File: src/rtl/bram_arb_pkg.sv
// Shared definitions for the two-requester block-RAM arbiter.
// Requester IDs double as the round-robin priority value and the read-response tag.
// STAT_W sets the width of the optional statistics counters.
package bram_arb_pkg;

  localparam logic REQ_LOAD = 1'b0;  // load / DMA path
  localparam logic REQ_CONV = 1'b1;  // conv engine
  localparam int   STAT_W   = 16;

endpackage

File: src/rtl/rr_arb2.sv
// Two-way round-robin arbiter: grants one requester per cycle, fair under contention.
// Latency: grant is combinational from req and the registered priority.
// Backpressure: a requester that is not granted simply keeps req high and wins next cycle.
// Ports: clk, rst (sync active-high), req[1:0] in; gnt[1:0] (one-hot or zero), prio out.
module rr_arb2
  import bram_arb_pkg::*;
(
  input  logic       clk,
  input  logic       rst,
  input  logic [1:0] req,
  output logic [1:0] gnt,
  output logic       prio
);

  logic prio_q;
  logic prio_d;

  always_comb begin
    gnt    = 2'b00;
    prio_d = prio_q;
    if (!rst) begin
      unique case (req)
        2'b01:   gnt = 2'b01;
        2'b10:   gnt = 2'b10;
        2'b11:   gnt = (prio_q == REQ_CONV) ? 2'b10 : 2'b01;
        default: gnt = 2'b00;
      endcase
    end
    // The winner hands priority to the other side; idle cycles keep it.
    if (gnt[0]) begin
      prio_d = REQ_CONV;
    end else if (gnt[1]) begin
      prio_d = REQ_LOAD;
    end
  end

  always_ff @(posedge clk) begin
    if (rst) begin
      prio_q <= REQ_LOAD;
    end else begin
      prio_q <= prio_d;
    end
  end

  assign prio = prio_q;

endmodule

File: src/rtl/bram_arbiter.sv
// Shares one single-port, 1-cycle-latency BRAM between the load path (0) and conv engine (1).
// Latency: request to RAM port is combinational; read data returns one cycle after the grant.
// Backpressure: reqN_ready low holds the requester; responses have none and must be accepted.
// Ports: req0_*/req1_* request channels, rsp0/1_valid + shared rsp_rdata, bram_* RAM port.
// Optional: define BRAM_ARB_STATS_EN to add stat_grant0/stat_grant1/stat_conflict counters.
module bram_arbiter
  import bram_arb_pkg::*;
#(
  parameter int W_DATA = 32,
  parameter int W_WORD = 4
) (
  input  logic              clk,
  input  logic              rst,
  input  logic              req0_valid,
  input  logic              req0_we,
  input  logic [W_WORD-1:0] req0_addr,
  input  logic [W_DATA-1:0] req0_wdata,
  output logic              req0_ready,
  output logic              rsp0_valid,
  input  logic              req1_valid,
  input  logic              req1_we,
  input  logic [W_WORD-1:0] req1_addr,
  input  logic [W_DATA-1:0] req1_wdata,
  output logic              req1_ready,
  output logic              rsp1_valid,
  output logic [W_DATA-1:0] rsp_rdata,
  output logic              bram_en,
  output logic              bram_we,
  output logic [W_WORD-1:0] bram_addr,
  output logic [W_DATA-1:0] bram_din,
  input  logic [W_DATA-1:0] bram_dout
`ifdef BRAM_ARB_STATS_EN
  ,
  output logic [STAT_W-1:0] stat_grant0,
  output logic [STAT_W-1:0] stat_grant1,
  output logic [STAT_W-1:0] stat_conflict
`endif
);

  logic [1:0] gnt;
  logic       arb_prio;
  logic       any_gnt;
  logic       gnt_id;
  logic       sel_conv;
  logic       sel_we;
  logic       rsp_vld_q, rsp_vld_d;
  logic       rsp_id_q, rsp_id_d;

  rr_arb2 u_rr_arb2 (
    .clk  (clk),
    .rst  (rst),
    .req  ({req1_valid, req0_valid}),
    .gnt  (gnt),
    .prio (arb_prio)
  );

  // Under contention the winner is whoever holds priority; otherwise the lone requester.
  assign any_gnt  = |gnt;
  assign gnt_id   = (req0_valid && req1_valid) ? arb_prio : (req1_valid ? REQ_CONV : REQ_LOAD);
  // Without a grant the address/data mux rests on requester 0.
  assign sel_conv = any_gnt && (gnt_id == REQ_CONV);
  assign sel_we   = sel_conv ? req1_we : req0_we;

  assign req0_ready = gnt[0];
  assign req1_ready = gnt[1];

  assign bram_en   = any_gnt;
  assign bram_we   = any_gnt && sel_we;
  assign bram_addr = sel_conv ? req1_addr  : req0_addr;
  assign bram_din  = sel_conv ? req1_wdata : req0_wdata;

  // Tag each granted read so the returning word goes to its issuer only.
  always_comb begin
    rsp_vld_d = any_gnt && !sel_we;
    rsp_id_d  = gnt_id;
  end

  always_ff @(posedge clk) begin
    if (rst) begin
      rsp_vld_q <= 1'b0;
      rsp_id_q  <= REQ_LOAD;
    end else begin
      rsp_vld_q <= rsp_vld_d;
      rsp_id_q  <= rsp_id_d;
    end
  end

  assign rsp0_valid = rsp_vld_q && (rsp_id_q == REQ_LOAD);
  assign rsp1_valid = rsp_vld_q && (rsp_id_q == REQ_CONV);
  assign rsp_rdata  = bram_dout;

`ifdef BRAM_ARB_STATS_EN
  logic [STAT_W-1:0] stat_grant0_q, stat_grant1_q, stat_conflict_q;

  // Counters wrap naturally at 2^STAT_W.
  always_ff @(posedge clk) begin
    if (rst) begin
      stat_grant0_q   <= '0;
      stat_grant1_q   <= '0;
      stat_conflict_q <= '0;
    end else begin
      if (gnt[0]) stat_grant0_q <= stat_grant0_q + STAT_W'(1);
      if (gnt[1]) stat_grant1_q <= stat_grant1_q + STAT_W'(1);
      if (req0_valid && req1_valid) stat_conflict_q <= stat_conflict_q + STAT_W'(1);
    end
  end

  assign stat_grant0   = stat_grant0_q;
  assign stat_grant1   = stat_grant1_q;
  assign stat_conflict = stat_conflict_q;
`endif

endmodule

File: config.mk
export PLATFORM = sky130hd
export DESIGN_NAME = bram_arbiter
export DESIGN_NICKNAME = d
export VERILOG_FILES = /design/src/rtl/bram_arb_pkg.sv /design/src/rtl/rr_arb2.sv /design/src/rtl/bram_arbiter.sv
export SDC_FILE = /design/constraint.sdc
export NUM_CORES = 1
export LEC_CHECK = 0
export BUFFER_PORTS_ARGS = -buffer_cell sky130_fd_sc_hd__buf_4
export CORE_AREA = 2 2 72 74
export DETAILED_ROUTE_END_ITERATION = 16
export DIE_AREA = 0 0 74 76
export HOLD_SLACK_MARGIN = 0.08
export SYNTH_ARGS = -nofsm -noshare
export SYNTH_HDL_FRONTEND = slang
export SYNTH_SLANG_ARGS = --single-unit
File: constraint.sdc
create_clock -name clk -period 1.6 [get_ports clk]
set_input_delay 0.16 -clock clk [delete_from_list [all_inputs] [get_ports clk]]
set_output_delay 0.16 -clock clk [all_outputs]
set_load 0.05 [all_outputs]
# After elaboration in Yosys (flattened, before gate mapping)
# Index checks and enable logic that the tools add are counted.
[classes]
reduce_logical = 9
n_mux = 10
n_eq_ne = 3
n_bitwise = 1
[ops]
columns = ["op", "count"]
rows = [
  ["two-way mux 32 bit", 1],
  ["logical AND 1 bit", 6],
  ["case mux 2 bit (3 select lines)", 1],
  ["two-way mux 1 bit", 5],
  ["== test 2 bit (second input constant)", 2],
  ["two-way mux 2 bit", 2],
  ["two-way mux 4 bit", 1],
  ["== test 2 x 1 -> 1 bit (second input constant)", 1],
  ["nonzero test 2 bit", 1],
  ["OR reduction 2 bit", 1],
  ["logical NOT 1 bit", 1],
  ["NOT 1 bit", 1],
]
[totals]
reg_bits = 3
inputBits = 110

# Longest topological paths before layout
# Gate-level depths: netlist of run 1.
[logic_depth]
depth_word = 8
ltp_mapped = 5
depth_no_buf = 3

# By module
# Synthesis of run 1 repeated with hierarchy kept, for this count alone.
[hier_totals]
cells_unflattened = 91
hier_area_um2 = 885.8
[modules_own_cells]
columns = ["mod", "area_per_inst_um2", "instances", "cells_each"]
rows = [
  ["bram_arbiter", 817.0, 1, 84],
  ["rr_arb2", 68.8, 1, 7],
]

# Worst setup path before layout of run 1
# No wires, ideal clock.
[synth_timing]
kind = "register -> output"
startpoint = "register u_rr_arb2.prio_q, in the netlist u_rr_arb2.prio"
endpoint = "output bram_we"
stages_incl_launch_ff = 4
n_path_buf = 0
required_ps = 1440
slack_ps = 115
arrival_time_ps = 1325
path_cell_list = "dfxtp_1 > nand2b_4 > nand3_1 > a21oi_1"
[synth_between]
elab_chain_len = 7
[synth_lines]
columns = ["element", "line", "rtl"]
rows = [
  ["from (decl)", "rr_arb2.sv:15", "logic prio_q;"],
  ["from (signal assigned)", "rr_arb2.sv:41", "prio_q <= prio_d;"],
  ["two-way mux 2 bit", "rr_arb2.sv:25", "2'b11: gnt = (prio_q == REQ_CONV) ? 2'b10 : 2'b01;"],
  ["case mux 2 bit (3 select lines)", "rr_arb2.sv:22", "unique case (req)"],
  ["two-way mux 2 bit", "rr_arb2.sv:21", "if (!rst) begin"],
  ["OR reduction 2 bit", "bram_arbiter.sv:58", "assign any_gnt = |gnt;"],
  ["logical AND 1 bit", "bram_arbiter.sv:61", "assign sel_conv = any_gnt && (gnt_id == REQ_CONV);"],
  ["two-way mux 1 bit", "bram_arbiter.sv:62", "assign sel_we = sel_conv ? req1_we : req0_we;"],
  ["logical AND 1 bit *", "bram_arbiter.sv:68", "assign bram_we = any_gnt && sel_we;"],
  ["to (decl)", "bram_arbiter.sv:28", "output logic bram_we,"],
]
# Mark *: on every way between the ends. The rest lies on a longest branch, timed or not.

# Worst setup path after layout of run 1
[layout_timing]
startpoint = "register u_rr_arb2.prio_q, in the netlist u_rr_arb2.prio"
endpoint = "output bram_din[24]"
[layout_between]
elab_chain_len = 6
[layout_lines]
columns = ["element", "line", "rtl"]
rows = [
  ["two-way mux 2 bit", "rr_arb2.sv:25", ""],
  ["case mux 2 bit (3 select lines)", "rr_arb2.sv:22", ""],
  ["two-way mux 2 bit", "rr_arb2.sv:21", ""],
  ["OR reduction 2 bit", "bram_arbiter.sv:58", ""],
  ["logical AND 1 bit *", "bram_arbiter.sv:61", ""],
  ["two-way mux 32 bit *", "bram_arbiter.sv:70", "assign bram_din = sel_conv ? req1_wdata : req0_wdata;"],
  ["to (decl)", "bram_arbiter.sv:30", "output logic [W_DATA-1:0] bram_din,"],
]
# Marks and branches as above.

==> qor.csv, run 1 <==
stage;metric;value;unit
status;result_of_the_run;complete, but fails checks;
status;failed_checks;negative setup slack;
global_route;antenna_violations_before_repair;0;
layout;area_growth_from_synthesis_to_layout;112;%
placed_design;numPortBuffers;119;
worst_setup_path;cp_common_cell;sky130_fd_sc_hd__buf_12;
placed_design;placedCellCount;249;
worst_setup_path;end_kind;primary output;
detailed_routing;drt_iter0_markers;3;
sta;fmax;596;MHz
layout;finish.cell_count_without_fillers;260;
synthesis;ys_warns;0;
detailed_routing;route.detailed.vias_per_inst;3.95;
pwr;peakVddDrop;0.000186;V
clock_network;post_cts_hold_buffer_count;0;
synthesis;synth_top_cells_by_area;sky130_fd_sc_hd__mux2_4 29%, sky130_fd_sc_hd__buf_4 26%, sky130_fd_sc_hd__mux2_2 22%, sky130_fd_sc_hd__dfxtp_1 6.5%, sky130_fd_sc_hd__buf_6 3.6%;
worst_setup_path;worst-path-stages;6;
layout;final_design_instance_area_without_fill;1970;um2
placed_design;detailed_place_hpwl;2370;um
detailed_routing;ant_nets;0;
sta;worst_setup_slack_final;-78.7;ps
sta;hold_violations;0;
pwr;static-leakage-power;0.00108;uW
clock_network;clock_tree_from_tritoncts;built;
layout;drive_above_1_share;90.0;%
sta;slew_headroom;86.2;%
worst_setup_path;cp_num_buf_inv;3;
sta;finClkSkew;0.149;ps
placed_design;gpl.final_weighted_congestion;0.696;
pwr;power.share.combinational;72.6;%
floorplan;fp.dieH;76;um
clock_network;worst_skew_pair.late_latency;210;ps
worst_setup_path;worst_r2r_src;u_rr_arb2.prio$_SDFFE_PP0P_;
synthesis;synthesis.instances;94;
sta;worst-slew-pin-transition;207;ps
floorplan;io_pins;184;
synthesis;yosysSeqAreaShare;6.45;%
worst_setup_path;timing.critical_path.fanout_max;7;
job;drv_cap;0;
placed_design;placed_cell_area;1660;um2
worst_setup_path;path_class;register to primary output;
clock_network;path_clk_slew;30;ps
worst_setup_path;crit_path_top_delay_cell;sky130_fd_sc_hd__dfxtp_2;
pwr;power.switching;461;uW
sta;holdWs;148;ps
synthesis;synth.net_count;204;
synthesis;post_synth_instance_area;931;um2
pwr;power.density_cell_area;562;nW/um2
layout;final_nets;301;
clock_network;numCtsBuffers;3;
min_path;min_delay_path_depth;2;
floorplan;die-width;74;um
pwr;sequentialPowerShare;7.4;%
clock_network;clock_sinks;3;
sta;grt_setup_unrepaired;true;
detailed_routing;num_vias;1028;
worst_setup_path;timing.critical_path.from;u_rr_arb2.prio$_SDFFE_PP0P_;
synthesis;synthDistinctLibCells;18;
sta;post-route-period-util;105;%
detailed_routing;drtPass1Iterations;2;
layout;antenna_cells;0;
synthesis;yosys_most_used_dff;sky130_fd_sc_hd__dfxtp_1;
global_route;number_of_global_route_vias_before_repair;1052;
layout;filler_cell_count;498;
floorplan;core;4910;um2
sta;timing.final.crit_period;1680;ps
worst_setup_path;regToRegEndpoint;rsp_vld_q$_SDFF_PP0_;
synthesis;yosys.cell_count.top_type;sky130_fd_sc_hd__buf_4;
worst_setup_path;critical_path.cell_chain;nand2b_4, nand3b_4, buf_12, buf_12, mux2_4, buf_6;
floorplan;initial_utilization;19.0;%
global_route;grt_pass1_wl;4500;um
min_path;hold_class;input pin to register;
worst_setup_path;timing.critical_path.to;bram_din[24];
synthesis;synth_edf_count;0;
synthesis;netlist_top_cells_count;32 x sky130_fd_sc_hd__buf_4, 18 x sky130_fd_sc_hd__mux2_2, 18 x sky130_fd_sc_hd__mux2_4;
sta;setup-violations-final;36;
synthesis;synthesis.area_per_instance;9.90;um2
global_route;globalRouteTotalUtil;9.86;%
worst_setup_path;startpoint_type;register;
worst_setup_path;critical-path-max-stage-delay;320;ps
detailed_routing;remaining_routing_drc_violations;0;
synthesis;synthDominantAreaCellType;sky130_fd_sc_hd__mux2_4;
pwr;cellInternalPower;649;uW
synthesis;postSynth.asyncResetShare;0;%
sta;slew_violations;0;
global_route;grt.overflow.total;0;
detailed_routing;totalWireLength;3030;um
synthesis;post-synth-top-area-fraction;29.0;%
pwr;clock_power_share;19.9;%
detailed_routing;routedWlPerCell;11.6;um
floorplan;die-area;5620;um2
clock_network;number_of_h_tree_levels;1;
worst_setup_path;required;1440;ps
clock_network;clock_path_buffers;2;
worst_setup_path;cpLargestDelayFamily;buffers and inverters;
worst_setup_path;ff2ff_setup_slack;640;ps
floorplan;floorplan.rows;26;
global_route;grt_max_degree;13;
worst_setup_path;rr_worst_depth;5;
clock_network;clockRootBuffer;sky130_fd_sc_hd__clkbuf_8;
synthesis;ys_seq_elements;3;
pwr;switching_share;41.5;%
worst_setup_path;worst-endpoint-arrival;1520;ps
-- timing repair --
| action | in CTS | in global routing |
|---|---|---|
| resized for setup | 48 | 1 |
| endpoints found under the setup margin | 33 | 36 |
| setup buffers | 5 | 1 |
| gates cloned | 2 | 0 |
-- stage by stage --
stage          setup TNS (ps)  setup slack (ps)  utilization (%)  total power, uW
2_1_floorplan               0               115                -              739
3_3_place_gp                0               105             33.8              787
3_5_place_dp                0              65.6             33.8              792
4_1_cts                 -2910             -89.6             40.5             1120
5_1_grt                 -3830              -133             40.2             1160
6_report                -1850             -78.7             40.2             1110
-- sequential cells by signal, summed over array words and instances, names as in the netlist --
signal and count:
rsp_vld_q 1, rsp_id_q 1, u_rr_arb2.prio 1
-- power groups by stage --
stage,sequential [uW],combinational (uW),clock (uW)
6_report,82.7,806,221
5_1_grt,83.4,843,236
4_1_cts,82.7,815,225
3_5_place_dp,83.8,708,0
3_3_place_gp,83.2,704,0
2_1_floorplan,82.9,656,0
-- metal layers --
layer	GRT usage (%)	wire length, um
met5	0	0
met4	2.55	12
met3	3.44	483
met2	19.4	1660
met1	9.21	875
-- worst min-delay path by stage --
stage,from,end
floorplan,rst,u_rr_arb2.prio$_SDFFE_PP0P_
global placement,bram_dout[0],rsp_rdata[0]
detailed placement,bram_dout[0],rsp_rdata[0]
CTS,rst,u_rr_arb2.prio$_SDFFE_PP0P_
global route,req0_we,rsp_vld_q$_SDFF_PP0_
finish,rst,u_rr_arb2.prio$_SDFFE_PP0P_
-- final cells by class --
| cell class | count | area, um2 | area share (%) |
|---|---|---|---|
| tap | 70 | 87.6 | 4.44 |
| sequential | 3 | 61.3 | 3.11 |
| inverter | 2 | 7.51 | 0.380 |
| timing repair buffer | 128 | 1180 | 59.6 |
| multi-input combinational | 53 | 596 | 30.2 |
| clock buffer | 4 | 45.0 | 2.28 |
-- placed cells by master (no fill, tap or decap), types with 2 or more instances in the layout --
cell type and count:
sky130_fd_sc_hd__a21oi_1 2, sky130_fd_sc_hd__inv_1 2, sky130_fd_sc_hd__clkbuf_8 3, sky130_fd_sc_hd__buf_4 87
sky130_fd_sc_hd__nand3_1 2, sky130_fd_sc_hd__buf_6 33, sky130_fd_sc_hd__dfxtp_1 2, sky130_fd_sc_hd__mux2_4 21
sky130_fd_sc_hd__nand2_1 3, sky130_fd_sc_hd__nor2_1 3, sky130_fd_sc_hd__buf_8 4, sky130_fd_sc_hd__mux2_2 15
sky130_fd_sc_hd__buf_12 3
-- kinds of logic (layout without fill, tap and decap cells) --
logic type,count (synthesis),after routing,synth area share [%]
buf+inv,38,134,30.8
mux,36,36,50.8
simple gates,14,14,9.95
compound gates,3,3,2.02
flops,3,3,6.45
Note: power is estimated with default switching activity, not from simulation.
==> inputs of run 2 (changes only) <==
Settings changed: CORE_AREA 2 2 72 74 to 2 2 71 73, CTS_BUF_LIST set to sky130_fd_sc_hd__clkbuf_8, DIE_AREA 0 0 74 76 to 0 0 73 75, PLACE_DENSITY set to 0.66.
Clock period 1.6 ns to 1.7 ns, I/O delays scaled along.
==> qor.csv, run 2 (same netlist as run 1, synthesis figures left out) <==
stage;metric;value;unit
pwr;switching_share;40.8;%
global_route;grt.overflow.total;0;
worst_setup_path;ff2ff_setup_slack;630;ps
floorplan;die-area;5480;um2
layout;post-route-util;44.8;%
placed_design;numPortBuffers;119;
layout;drive_above_1_share;90.2;%
detailed_routing;totalWireLength;3280;um
detailed_routing;drtPass1Iterations;2;
global_route;grt_max_degree;8;
sta;worst-slew-pin-transition;271;ps
sta;post-route-period-util;99.5;%
clock_network;path_clk_slew;30;ps
pwr;power.share.combinational;74.4;%
worst_setup_path;timing.critical_path.fanout_max;6;
sta;worst_setup_slack_final;9.24;ps
pwr;power.switching;444;uW
floorplan;die-width;73;um
clock_network;clock_tree_from_tritoncts;built;
clock_network;numCtsBuffers;3;
pwr;clock_power_share;18.5;%
layout;final_nets;305;
global_route;globalRouteTotalUtil;10.4;%
worst_setup_path;required;1530;ps
placed_design;detailed_place_hpwl;2570;um
clock_network;clock_path_buffers;2;
detailed_routing;routedWlPerCell;13.2;um
sta;holdWs;153;ps
placed_design;placed_cell_area;1660;um2
sta;hold_violations;0;
min_path;hold_class;input pin to register;
clock_network;clockRootBuffer;sky130_fd_sc_hd__clkbuf_8;
global_route;antenna_violations_before_repair;0;
detailed_routing;num_vias;1069;
detailed_routing;remaining_routing_drc_violations;0;
floorplan;io_pins;184;
sta;grt_setup_unrepaired;true;
layout;commonest_non_fill_non_tap_cells_in_the_layout;90 x sky130_fd_sc_hd__buf_4, 32 x sky130_fd_sc_hd__mux2_4, 22 x sky130_fd_sc_hd__buf_6;
pwr;cellInternalPower;644;uW
job;drv_cap;0;
layout;layout_commonest_cell;sky130_fd_sc_hd__buf_4;
layout;antenna_cells;0;
status;result_of_the_run;finished clean;
sta;fmax;591;MHz
clock_network;worst_skew_pair.late_latency;210;ps
global_route;grt_pass1_wl;4400;um
pwr;power.density_cell_area;521;nW/um2
layout;area_growth_from_synthesis_to_layout;124;%
global_route;number_of_global_route_vias_before_repair;1026;
detailed_routing;route.detailed.vias_per_inst;4.31;
floorplan;fp.dieH;75;um
sta;setup-violations-final;0;
sta;finClkSkew;1.89;ps
worst_setup_path;worst-endpoint-arrival;1520;ps
floorplan;core;4660;um2
pwr;sequentialPowerShare;7.2;%
sta;slew_violations;0;
clock_network;clock_sinks;3;
placed_design;placedCellCount;234;
layout;finish.cell_count_without_fillers;248;
sta;timing.final.crit_period;1690;ps
sta;slew_headroom;81.9;%
worst_setup_path;path_class;register to primary output;
worst_setup_path;end_kind;primary output;
floorplan;initial_utilization;20.0;%
layout;final_design_instance_area_without_fill;2090;um2
detailed_routing;drt_iter0_markers;12;
placed_design;gpl.final_weighted_congestion;0.648;
detailed_routing;ant_nets;0;
pwr;peakVddDrop;0.000203;V
clock_network;number_of_h_tree_levels;1;
layout;filler_cell_count;455;
placed_design;pre_cts_setup_slack;181;ps
pwr;static-leakage-power;0.00118;uW
floorplan;floorplan.rows;25;
worst_setup_path;startpoint_type;register;
## run 2: cell count changes in the layout (fill, tap and decap cells not counted)
cell,previous run,this run
sky130_fd_sc_hd__buf_16,0,1
sky130_fd_sc_hd__buf_4,87,90
sky130_fd_sc_hd__buf_6,33,22
sky130_fd_sc_hd__buf_8,4,15
sky130_fd_sc_hd__clkbuf_1,1,0
sky130_fd_sc_hd__inv_1,2,3
sky130_fd_sc_hd__mux2_2,15,4
sky130_fd_sc_hd__mux2_4,21,32
## run 2: final cells by class
| class | instances | area, um2 | area share, % |
|---|---|---|---|
| timing repair buffer | 132 | 1270 | 60.8 |
| multi-input combinational | 53 | 637 | 30.5 |
| inverter | 2 | 7.51 | 0.360 |
| tap | 54 | 67.6 | 3.24 |
| sequential | 3 | 61.3 | 2.94 |
| clock inverter | 1 | 3.75 | 0.180 |
| clock buffer | 3 | 41.3 | 1.98 |
## run 2: worst paths after layout
check	startpoint	endpoint	cells past startpoint
max	u_rr_arb2.prio$_SDFFE_PP0P_	bram_din[10]	5
min	rst	u_rr_arb2.prio$_SDFFE_PP0P_	2
max reg2reg	u_rr_arb2.prio$_SDFFE_PP0P_	rsp_vld_q$_SDFF_PP0_	5
min reg2reg	u_rr_arb2.prio$_SDFFE_PP0P_	u_rr_arb2.prio$_SDFFE_PP0P_	4
## run 2: worst max-delay path, stage by stage, from the launching register on
cell                        delay, ps
sky130_fd_sc_hd__dfxtp_2          310
sky130_fd_sc_hd__nand2b_4         150
sky130_fd_sc_hd__nand3b_4          90
sky130_fd_sc_hd__bufbuf_16        270
sky130_fd_sc_hd__mux2_2           330
sky130_fd_sc_hd__buf_6            150
## run 2: through the flow
stage	setup TNS [ps]	power (uW)
2_1_floorplan	0	696
3_3_place_gp	0	748
3_5_place_dp	0	752
4_1_cts	-53.7	1060
5_1_grt	-912	1140
6_report	0	1090
## run 2: per-layer routing
| layer | wire length [um] | track usage (%) | up-vias |
|---|---|---|---|
| met2 | 1790 | 20.1 | 115 |
| li1 | - | - | 489 |
| met5 | 0 | 0 | - |
| met4 | 20 | 3.50 | 0 |
| met3 | 557 | 5.62 | 4 |
| met1 | 915 | 8.99 | 461 |
## run 2: what timing repair did
action,in CTS,in global routing
cloned,2,0
endpoints found under the setup margin,32,36
hold buffers,0,0
resized for setup,46,22
pin swaps,0,0
buffers inserted,6,2
## run 2: power by group through the flow
| stage | logic, uW | clock network (uW) | registers (uW) |
|---|---|---|---|
| 2_1_floorplan | 618 | 0 | 78.1 |
| 3_3_place_gp | 670 | 0 | 78.2 |
| 3_5_place_dp | 673 | 0 | 78.6 |
| 4_1_cts | 775 | 208 | 77.9 |
| 5_1_grt | 844 | 217 | 78.5 |
| 6_report | 809 | 201 | 78.0 |
==> inputs of run 3 (changes only) <==
Settings changed: HOLD_SLACK_MARGIN 0.08 to 0.06, PLACE_DENSITY 0.66 to 0.63.
==> qor.csv, run 3 (same netlist as run 1, synthesis figures left out) <==
stage;metric;value;unit
placed_design;detailed_place_hpwl;2550;um
detailed_routing;num_vias;1039;
detailed_routing;totalWireLength;3350;um
floorplan;floorplan.rows;25;
worst_setup_path;startpoint_type;register;
worst_setup_path;required;1530;ps
worst_setup_path;timing.critical_path.fanout_max;7;
pwr;cellInternalPower;642;uW
global_route;global_route.usage.met1;7.69;%
sta;worst-slew-pin-transition;212;ps
global_route;grt.overflow.total;0;
layout;filler_cell_count;450;
clock_network;post_cts_hold_buffer_count;0;
worst_setup_path;worst_r2r_src;u_rr_arb2.prio$_SDFFE_PP0P_;
worst_setup_path;worst-endpoint-arrival;1530;ps
clock_network;clockRootBuffer;sky130_fd_sc_hd__clkbuf_8;
sta;slew_violations;0;
layout;layout_commonest_cell;sky130_fd_sc_hd__buf_4;
worst_setup_path;timing.critical_path.from;u_rr_arb2.prio$_SDFFE_PP0P_;
floorplan;io_pins;184;
layout;post-route-util;44.7;%
placed_design;gpl.final_weighted_congestion;0.702;
sta;finClkSkew;0.924;ps
floorplan;die-area;5480;um2
global_route;grt_util_met3;3.48;%
floorplan;initial_utilization;20.0;%
detailed_routing;remaining_routing_drc_violations;0;
global_route;busiest_layer;met2;
pwr;p_total;1090;uW
worst_setup_path;ff2ff_setup_slack;710;ps
layout;antenna_cells;0;
floorplan;die-width;73;um
job;drv_cap;0;
pwr;static-leakage-power;0.00118;uW
pwr;clock_power_share;18.5;%
floorplan;core;4660;um2
layout;commonest_non_fill_non_tap_cells_in_the_layout;85 x sky130_fd_sc_hd__buf_4, 33 x sky130_fd_sc_hd__mux2_4, 21 x sky130_fd_sc_hd__buf_6;
pwr;power.switching;445;uW
detailed_routing;routedWlPerCell;13.7;um
status;result_of_the_run;complete, but fails checks;
clock_network;numCtsBuffers;3;
sta;setup_total_negative_slack;-2.94;ps
pwr;power.share.combinational;74.4;%
sta;timing.final.crit_period;1700;ps
placed_design;numPortBuffers;119;
global_route;grt_pass1_wl;4030;um
clock_network;clock_path_buffers;2;
pwr;power.density_cell_area;522;nW/um2
sta;setup-violations-final;3;
min_path;hold_path_end;u_rr_arb2.prio$_SDFFE_PP0P_;
sta;post-route-period-util;100;%
min_path;worst_hold_startpoint;rst;
global_route;number_of_global_route_vias_before_repair;981;
clock_network;path_clk_slew;30;ps
pwr;sequentialPowerShare;7.1;%
pwr;switching_share;40.9;%
layout;area_growth_from_synthesis_to_layout;124;%
global_route;antenna_violations_before_repair;0;
global_route;globalRouteTotalUtil;9.50;%
clock_network;clock_tree_from_tritoncts;built;
layout;final_nets;301;
worst_setup_path;regToRegEndpoint;rsp_id_q$_SDFF_PP0_;
detailed_routing;drtPass1Iterations;4;
floorplan;fp.dieH;75;um
global_route;grtUsageMet2;19.6;%
layout;drive_above_1_share;90.0;%
sta;fmax;588;MHz
detailed_routing;ant_nets;0;
sta;grt_setup_unrepaired;true;
min_path;min_delay_path_depth;2;
sta;worst_setup_slack_final;-2.10;ps
sta;slew_headroom;85.8;%
min_path;hold_class;input pin to register;
worst_setup_path;path_class;register to primary output;
worst_setup_path;rr_worst_depth;5;
detailed_routing;drt_iter0_markers;10;
status;failed_checks;negative setup slack;
clock_network;worst_skew_pair.late_latency;220;ps
global_route;grt_max_degree;15;
clock_network;clock_sinks;3;
pwr;peakVddDrop;0.000215;V
clock_network;number_of_h_tree_levels;1;
worst_setup_path;end_kind;primary output;
sta;holdWs;167;ps
sta;hold_violations;0;
layout;final-seq-area;61.3;um2
layout;combined_area_of_the_multi_input_logic_cells;641;um2
detailed_routing;route.detailed.vias_per_inst;4.26;
==> run 3: worst max-delay path by stage <==
stage                              end  slack, ps  cells past startpoint
after floorplan                bram_we        200                      3
after global placement    bram_addr[1]        180                      5
after detailed placement  bram_din[31]        150                      5
after CTS                 bram_addr[0]         -4                      6
after global routing       bram_din[7]        -50                      6
final                      bram_din[4]         -2                      6
==> run 3: area by class of cell <==
cell class / count / share of cell area (%)
flip-flops and latches: 3 / 2.94
clock inverters: 1 / 0.180
well taps: 54 / 3.24
repair buffers: 128 / 60.6
inverters: 2 / 0.360
clock buffers: 3 / 1.98
multi-input cells: 53 / 30.7
==> run 3: critical path, stage by stage, from the launching register on <==
cell                        delay (ps)
sky130_fd_sc_hd__dfxtp_2           310
sky130_fd_sc_hd__nand2b_4          130
sky130_fd_sc_hd__nand3b_4           90
sky130_fd_sc_hd__buf_12            160
sky130_fd_sc_hd__clkbuf_16         160
sky130_fd_sc_hd__mux2_4            310
sky130_fd_sc_hd__buf_8             150
==> run 3: metrics by stage <==
stage	setup slack, ps	instance area (um2)	cells
6_report	-2.10	2080	244
5_1_grt	-45.3	2080	244
2_1_floorplan	205	931	94
3_5_place_dp	147	1650	233
4_1_cts	-3.59	1900	241
3_3_place_gp	179	1650	233
==> run 3: power by group through the flow <==
stage / combinational [uW] / clock, uW / sequential, uW
CTS: 741 / 206 / 77.7
global route: 842 / 213 / 78.5
floorplan: 618 / 0 / 78.1
global placement: 665 / 0 / 78.4
detailed placement: 669 / 0 / 78.8
finish: 809 / 201 / 77.7
==> run 3: per-layer routing <==
layer | share of wire [%] | wire length (um) | vias to the layer above
met2 | 54 | 1810 | 105
met5 | 0 | 0 | -
met3 | 14 | 456 | 6
met1 | 31 | 1030 | 448
met4 | 1.5 | 51 | 0
li1 | - | - | 480
==> run 3: timing repair <==
| item | CTS | global route |
|---|---|---|
| buffers inserted | 3 | 1 |
| resized for setup | 32 | 35 |
| endpoints found under the hold margin | 0 | 0 |
| endpoints found under the setup margin | 32 | 36 |
| gates cloned | 1 | 2 |
